===== src/rtl/msg_schedule_ring_pkg.sv =====
`default_nettype none
// ============================================================================
//  Module      : sha_sched_pkg
//  Description : Shared types, constants and sigma helpers for the SHA-2
//                message-schedule ring (SHA-256 and SHA-512 variants).
//  Revision    : 1.0  initial release
// ============================================================================
package sha_sched_pkg;

    typedef enum logic [1:0] {
        ST_IDLE   = 2'd0,
        ST_LOAD   = 2'd1,
        ST_EXPAND = 2'd2,
        ST_DRAIN  = 2'd3
    } sched_state_e;

    localparam int RING_DEPTH = 16;

    // SHA-256 rotate / shift amounts
    localparam int S256_S0_R1 = 7;
    localparam int S256_S0_R2 = 18;
    localparam int S256_S0_SH = 3;
    localparam int S256_S1_R1 = 17;
    localparam int S256_S1_R2 = 19;
    localparam int S256_S1_SH = 10;

    // SHA-512 rotate / shift amounts
    localparam int S512_S0_R1 = 1;
    localparam int S512_S0_R2 = 8;
    localparam int S512_S0_SH = 7;
    localparam int S512_S1_R1 = 19;
    localparam int S512_S1_R2 = 61;
    localparam int S512_S1_SH = 6;

    function automatic logic [31:0] rotr32(input logic [31:0] x, input int n);
        return (x >> n) | (x << (32 - n));
    endfunction

    function automatic logic [63:0] rotr64(input logic [63:0] x, input int n);
        return (x >> n) | (x << (64 - n));
    endfunction

    function automatic logic [31:0] sigma0_32(input logic [31:0] x);
        return rotr32(x, S256_S0_R1) ^ rotr32(x, S256_S0_R2) ^ (x >> S256_S0_SH);
    endfunction

    function automatic logic [31:0] sigma1_32(input logic [31:0] x);
        return rotr32(x, S256_S1_R1) ^ rotr32(x, S256_S1_R2) ^ (x >> S256_S1_SH);
    endfunction

    function automatic logic [63:0] sigma0_64(input logic [63:0] x);
        return rotr64(x, S512_S0_R1) ^ rotr64(x, S512_S0_R2) ^ (x >> S512_S0_SH);
    endfunction

    function automatic logic [63:0] sigma1_64(input logic [63:0] x);
        return rotr64(x, S512_S1_R1) ^ rotr64(x, S512_S1_R2) ^ (x >> S512_S1_SH);
    endfunction

endpackage
`default_nettype wire


===== src/rtl/msg_schedule_ring_sigma.sv =====
`default_nettype none
// ============================================================================
//  Module      : sched_sigma
//  Description : Combinational small-sigma pair. sig0_o = sigma0(a_i),
//                sig1_o = sigma1(b_i); the function set follows WORD_W.
//  Revision    : 1.0  initial release
// ============================================================================
module sched_sigma
    import sha_sched_pkg::*;
#(
    parameter int WORD_W = 64
) (
    input  logic [WORD_W-1:0] a_i,
    input  logic [WORD_W-1:0] b_i,
    output logic [WORD_W-1:0] sig0_o,
    output logic [WORD_W-1:0] sig1_o
);

    generate
        if (WORD_W == 32) begin : g_sha256
            assign sig0_o = sigma0_32(a_i);
            assign sig1_o = sigma1_32(b_i);
        end else if (WORD_W == 64) begin : g_sha512
            assign sig0_o = sigma0_64(a_i);
            assign sig1_o = sigma1_64(b_i);
        end else begin : g_bad_width
            $error("sched_sigma: WORD_W must be 32 or 64");
            assign sig0_o = '0;
            assign sig1_o = '0;
        end
    endgenerate

endmodule
`default_nettype wire


===== src/rtl/msg_schedule_ring.sv =====
`default_nettype none
// ============================================================================
//  Module      : msg_schedule_ring
//  Description : SHA-2 message-schedule generator. Loads 16 message words,
//                expands them in place in a 16-entry ring and streams
//                W_0..W_(ROUNDS-1) over a valid/ready output.
//  Revision    : 1.0  initial release
// ============================================================================
module msg_schedule_ring
    import sha_sched_pkg::*;
#(
    parameter int WORD_W = 64,
    parameter int ROUNDS = 80
) (
    input  logic              clk,
    input  logic              reset,
    input  logic              start_i,
    input  logic              in_valid_i,
    output logic              in_ready_o,
    input  logic [WORD_W-1:0] in_word_i,
    output logic              out_valid_o,
    input  logic              out_ready_i,
    output logic [WORD_W-1:0] out_word_o,
    output logic [6:0]        out_round_o,
    output logic              busy_o,
    output logic              done_o
);

    localparam logic [6:0] LAST_ROUND = 7'(ROUNDS - 1);
    localparam logic [6:0] LAST_LOAD  = 7'(RING_DEPTH - 1);

    generate
        if (ROUNDS < 17 || ROUNDS > 127) begin : g_bad_rounds
            $error("msg_schedule_ring: ROUNDS must be in 17..127");
        end
    endgenerate

    sched_state_e      state_q;
    logic [6:0]        t_q;
    logic [WORD_W-1:0] ring_q [RING_DEPTH];
    logic              out_valid_q;
    logic [WORD_W-1:0] out_word_q;
    logic [6:0]        out_round_q;
    logic              done_q;

    logic              out_free;
    logic [3:0]        idx_m2;
    logic [3:0]        idx_m7;
    logic [3:0]        idx_m15;
    logic [3:0]        idx_m16;
    logic [WORD_W-1:0] sig0;
    logic [WORD_W-1:0] sig1;
    logic [WORD_W-1:0] wt_d;

    // The output register can take a new word when empty or being drained.
    assign out_free   = !out_valid_q || out_ready_i;
    assign in_ready_o = (state_q == ST_LOAD) && out_free;

    // Ring taps: mod-16 wrap of the 4-bit index gives the circular addressing.
    // The t-16 slot is the same slot W_t is written into.
    assign idx_m2  = t_q[3:0] - 4'd2;
    assign idx_m7  = t_q[3:0] - 4'd7;
    assign idx_m15 = t_q[3:0] - 4'd15;
    assign idx_m16 = t_q[3:0];

    sched_sigma #(
        .WORD_W (WORD_W)
    ) u_sigma (
        .a_i    (ring_q[idx_m15]),
        .b_i    (ring_q[idx_m2]),
        .sig0_o (sig0),
        .sig1_o (sig1)
    );

    assign wt_d = sig1 + ring_q[idx_m7] + sig0 + ring_q[idx_m16];

    // Control FSM, ring storage and registered output stage.
    always_ff @(posedge clk or posedge reset) begin
        if (reset) begin
            state_q     <= ST_IDLE;
            t_q         <= '0;
            out_valid_q <= 1'b0;
            out_word_q  <= '0;
            out_round_q <= '0;
            done_q      <= 1'b0;
            for (int i = 0; i < RING_DEPTH; i++) begin
                ring_q[i] <= '0;
            end
        end else begin
            done_q <= 1'b0;
            if (start_i && state_q != ST_IDLE) begin
                // Abort: drop any pending word and reload from scratch.
                out_valid_q <= 1'b0;
                t_q         <= '0;
                state_q     <= ST_LOAD;
            end else begin
                if (out_valid_q && out_ready_i) begin
                    out_valid_q <= 1'b0;
                end
                case (state_q)
                    ST_IDLE: begin
                        if (start_i) begin
                            t_q     <= '0;
                            state_q <= ST_LOAD;
                        end
                    end
                    ST_LOAD: begin
                        if (in_valid_i && in_ready_o) begin
                            ring_q[t_q[3:0]] <= in_word_i;
                            out_word_q       <= in_word_i;
                            out_round_q      <= t_q;
                            out_valid_q      <= 1'b1;
                            t_q              <= t_q + 7'd1;
                            if (t_q == LAST_LOAD) begin
                                state_q <= ST_EXPAND;
                            end
                        end
                    end
                    ST_EXPAND: begin
                        if (out_free) begin
                            ring_q[t_q[3:0]] <= wt_d;
                            out_word_q       <= wt_d;
                            out_round_q      <= t_q;
                            out_valid_q      <= 1'b1;
                            t_q              <= t_q + 7'd1;
                            if (t_q == LAST_ROUND) begin
                                state_q <= ST_DRAIN;
                            end
                        end
                    end
                    ST_DRAIN: begin
                        if (out_valid_q && out_ready_i) begin
                            done_q  <= 1'b1;
                            state_q <= ST_IDLE;
                        end
                    end
                    default: begin
                        state_q <= ST_IDLE;
                    end
                endcase
            end
        end
    end

    assign out_valid_o = out_valid_q;
    assign out_word_o  = out_word_q;
    assign out_round_o = out_round_q;
    assign busy_o      = (state_q != ST_IDLE);
    assign done_o      = done_q;

endmodule
`default_nettype wire


===== config.mk =====
export PLATFORM = sky130hd
export DESIGN_NAME = msg_schedule_ring
export DESIGN_NICKNAME = d
export VERILOG_FILES = /design/src/rtl/msg_schedule_ring_pkg.sv /design/src/rtl/msg_schedule_ring_sigma.sv /design/src/rtl/msg_schedule_ring.sv
export SDC_FILE = /design/constraint.sdc
export NUM_CORES = 2
export LEC_CHECK = 0
export BUFFER_PORTS_ARGS = -buffer_cell sky130_fd_sc_hd__buf_4
export CORE_ASPECT_RATIO = 0.7
export CORE_MARGIN = 2
export CORE_UTILIZATION = 38
export CTS_CLUSTER_SIZE = 14
export DETAILED_ROUTE_END_ITERATION = 7
export PLACE_DENSITY = 0.53
export SETUP_SLACK_MARGIN = 0.4
export SLEW_MARGIN = 20
export SYNTH_ARGS = -nofsm -noshare
export SYNTH_HDL_FRONTEND = slang
export SYNTH_SLANG_ARGS = --single-unit

===== constraint.sdc =====
create_clock -name clk -period 54.5 [get_ports clk]
set_input_delay 0 -clock clk [delete_from_list [all_inputs] [get_ports clk]]
set_output_delay 0 -clock clk [all_outputs]
set_load 0.005 [all_outputs]

==> out/metrics.csv <==
metric,value,unit
run_status,"complete, no violations",
layout.area.seq,0.02769,mm²
worst-path-max-fanout,116,
synth_top_flop_cell,sky130_fd_sc_hd__dfrtp_1,
critPathMostFrequentCell,sky130_fd_sc_hd__buf_4,
syn_nets,6641,
r2r.worst_path.cells,23,
final_clock_period_utilization_by_the_worst_path,0.2057,
cp.required,55.08,ns
cp_slowest_stage_delay,0.84,ns
dieArea,0.1982,mm²
first_global_vias,53060,
antenna_cells,0,
synthesis.instances,6373,
worstMarginPinSlew,1.142,ns
report.final.hold_viol_count,0,
rsz_0062_raised_after_global_routing,false,
io_buffer_count,143,
fp-row-count,135,
cap_viol_max_count,0,
floorplan.die.width,531.2,µm
grt_max_degree,162,
cts_buffer_depth,3,
library_cells_used_by_synthesis,73,
drt-pass1-iter-count,7,
cts_repair_resize_count,0,
final_max_slew_viol_count,0,
area_growth_syn_to_layout,11.53,%
post-route-drc-count,0,
timing.final.crit_period,11.21,ns
holdPathStages,5,
finalWeightedCongestion,0.9180,
crit_path_cell_trace,buf_4 -> buf_12 -> buf_4 -> buf_4 -> mux4_2 -> mux4_2 -> xnor2_1 -> xnor2_1 -> fa_1 -> inv_1 -> fa_1 -> inv_1 -> ha_1 -> nand4_1 -> nor2_1 -> nand3_1 -> a211oi_1 -> o2111ai_1 -> a2111oi_0 -> o41ai_1 -> or3_4 -> a21oi_4 -> a21oi_1,
synthesis.area,0.07394,mm²
cts_tree,built,
worst_skew_pair.late_latency,0.78,ns
cts_post_setup_buffers_inserted,0,
setup_tns,0,ns
post_drt_wl_per_cell,29.21,µm
cts.htree.levels,3,
number_of_warning_messages_in_the_yosys_log,0,
crit_arrival,11.79,ns
layout-drive-gt1-share,0.2441,
antenna_left,0,
synth.ff_latch_count,1106,
timing.hold.worst.class,input port to flop,
count_of_boundary_i_o_pins,144,
slew-limit-headroom,0.2389,
setup.worst_path.start_class,flop,
critPathKind,flop to flop,
routed_via_density,6.172,
ctsHoldBuffers,69,
final_net_count,6537,
sequential_area_share_after_synthesis,0.3743,
fill_cells,18000,
synth_edf_count,0,
postSynthAreaPerCell,11.60,µm²
grt_remaining_overflow,0,
grt_first_pass_wirelength,385300,µm
combined_global_route_utilization_of_all_metal_layers,0.2653,
cpMaxStageDelayCell,sky130_fd_sc_hd__a2111oi_0,
synth_area_leader_cell,sky130_fd_sc_hd__dfrtp_1,
initial_core_util,0.3823,
routed_wl_met2,112800,µm
post-dp-hpwl,170300,µm
coreArea,0.1934,mm²
die-height,373.1,µm
wirelength,262000,µm
cp-end-kind,flop,
fmax,89.20,MHz
detailroute.wirelength.met3,27450,µm
synthDominantCellAreaShare,0.3743,
synthTopCellsByArea,"sky130_fd_sc_hd__dfrtp_1 (37%), sky130_fd_sc_hd__mux4_2 (31%), sky130_fd_sc_hd__o21ai_0 (6.9%)",
tritoncts_num_sinks,1106,
postSynth.asyncResetShare,1.000,
dr.max_layer_used,met5,
numCtsBuffers,119,
antenna_found_initial,4,
timing.clock.skew,0.03981,ns
report.final.setup_viol,0,
hold-worst-slack,0.1513,ns
detail_route.wirelength.met1,113400,µm
clkSlewWorstSetupHoldPaths,0.07,ns
vias,55360,
detailedRoute.firstIterationViolations,6814,
clock_root_buffer,sky130_fd_sc_hd__clkbuf_16,
multi_input_comb_area,0.04324,mm²
state kept, by name (all words and copies together), names as in the netlist:
name and count:
done_o 1, out_valid_o 1, state_q 2, ring_q 1024, out_word_o 64, out_round_o 7, t_q 7
synth_stat cells (31+ instances only):
cell type and instances:
sky130_fd_sc_hd__mux2i_1 65, sky130_fd_sc_hd__nand2_1 1056, sky130_fd_sc_hd__inv_1 296, sky130_fd_sc_hd__xnor2_1 268, sky130_fd_sc_hd__ha_1 73, sky130_fd_sc_hd__a31oi_1 32
sky130_fd_sc_hd__buf_2 73, sky130_fd_sc_hd__buf_1 82, sky130_fd_sc_hd__fa_1 126, sky130_fd_sc_hd__mux4_2 1008, sky130_fd_sc_hd__dfrtp_1 1106, sky130_fd_sc_hd__a21oi_1 244
sky130_fd_sc_hd__clkbuf_1 419, sky130_fd_sc_hd__nor2_1 176, sky130_fd_sc_hd__xor2_1 31, sky130_fd_sc_hd__o21ai_0 1018
cells by family (layout without fill, tap and decap cells):
| group | Yosys count | count (layout) | share of synthesized area |
|---|---|---|---|
| AO/OA/AOI/OAI | 1426 | 1426 | 0.1026 |
| AND/OR/NAND/NOR | 1377 | 1377 | 0.07416 |
| flip-flops | 1106 | 1106 | 0.3743 |
| multiplexers | 1088 | 1088 | 0.3208 |
| buffers and inverters | 877 | 871 | 0.04611 |
| XOR/XNOR | 300 | 300 | 0.03564 |
| adder cells (fa/ha/maj) | 199 | 199 | 0.04646 |
metal layers:
| metal | vias to the layer above | global-route usage |
|---|---|---|
| met5 | - | 0 |
| met1 | 28700 | 0.3998 |
| li1 | 23220 | - |
| met4 | 4 | 0.07574 |
| met3 | 403 | 0.06443 |
| met2 | 3030 | 0.3776 |
per-stage QoR:
stage,utilization,area (µm²),setup slack [ns],cells
6_report,0.4264,82470,43.29,8970
5_1_grt,0.4264,82470,42.63,8970
4_1_cts,0.4262,82430,43.47,8969
3_5_place_dp,0.4012,77590,43.49,8681
3_3_place_gp,0.4011,77570,43.75,8681
2_1_floorplan,-,73940,23.36,6373
critical path: cells and delay by family (launching register included):
kind | cells | cell delay (ns)
buffers and inverters | 6 | 2.99
AO/OA/AOI/OAI | 6 | 2.56
adder cells (fa/ha/maj) | 3 | 1.46
multiplexers | 2 | 1.13
XOR/XNOR | 2 | 0.96
AND/OR/NAND/NOR | 4 | 0.93
flip-flops | 1 | 0.79
worst paths after layout:
path / start / end / slack, ns
worst max-delay path: t_q[0]$_DFFE_PP0P_ / ring_q[767]$_DFFE_PP0P_ / 43.29
worst min-delay path: in_word_i[56] / ring_q[376]$_DFFE_PP0P_ / 0.15
worst max register to register: t_q[0]$_DFFE_PP0P_ / ring_q[767]$_DFFE_PP0P_ / 43.29
worst min register to register: out_word_o[40]$_DFFE_PP0P_ / out_word_o[40]$_DFFE_PP0P_ / 0.48
max in group asynchronous: reset / ring_q[1002]$_DFFE_PP0P_ / 50.92
min in group asynchronous: reset / ring_q[273]$_DFFE_PP0P_ / 0.55
area by class of cell:
type / count / area share
Clock buffer: 178 / 0.04381
Sequential cell: 1106 / 0.3357
Clock inverter: 41 / 0.006433
Inverter: 297 / 0.01367
Timing Repair Buffer: 355 / 0.03662
Multi-Input combinational cell: 4390 / 0.5242
Tap cell: 2603 / 0.03949
cell usage in the layout, fill, tap and decap left out, types with 7 or more instances in the layout:
cell / n
sky130_fd_sc_hd__buf_12: 14
sky130_fd_sc_hd__dlygate4sd3_1: 69
sky130_fd_sc_hd__clkbuf_1: 21
sky130_fd_sc_hd__nand3_4: 12
sky130_fd_sc_hd__clkinv_2: 17
sky130_fd_sc_hd__and3_1: 20
sky130_fd_sc_hd__dfrtp_1: 1103
sky130_fd_sc_hd__o21ai_0: 1018
sky130_fd_sc_hd__a21o_1: 29
sky130_fd_sc_hd__inv_1: 294
sky130_fd_sc_hd__clkbuf_8: 35
sky130_fd_sc_hd__ha_1: 70
sky130_fd_sc_hd__a21oi_1: 241
sky130_fd_sc_hd__o21a_1: 9
sky130_fd_sc_hd__mux4_2: 1008
sky130_fd_sc_hd__o21bai_1: 10
sky130_fd_sc_hd__xor2_1: 28
sky130_fd_sc_hd__nand4_1: 22
sky130_fd_sc_hd__nor2_1: 174
sky130_fd_sc_hd__nor2b_1: 17
sky130_fd_sc_hd__o211ai_1: 7
sky130_fd_sc_hd__nor3_1: 15
sky130_fd_sc_hd__buf_4: 270
sky130_fd_sc_hd__o21ai_1: 7
sky130_fd_sc_hd__clkbuf_16: 122
sky130_fd_sc_hd__xnor2_1: 267
sky130_fd_sc_hd__fa_1: 126
sky130_fd_sc_hd__bufinv_16: 11
sky130_fd_sc_hd__mux2i_1: 56
sky130_fd_sc_hd__and2_1: 8
sky130_fd_sc_hd__a31oi_1: 31
sky130_fd_sc_hd__nand2b_1: 7
sky130_fd_sc_hd__mux4_1: 13
sky130_fd_sc_hd__or3_1: 10
sky130_fd_sc_hd__nand3_1: 15
sky130_fd_sc_hd__mux2i_2: 10
sky130_fd_sc_hd__a211oi_1: 9
sky130_fd_sc_hd__nand2_1: 1055
Power is left out: the tool's default activity adds up to more than one toggle a clock period on the data nets, which glitch-free logic cannot reach.
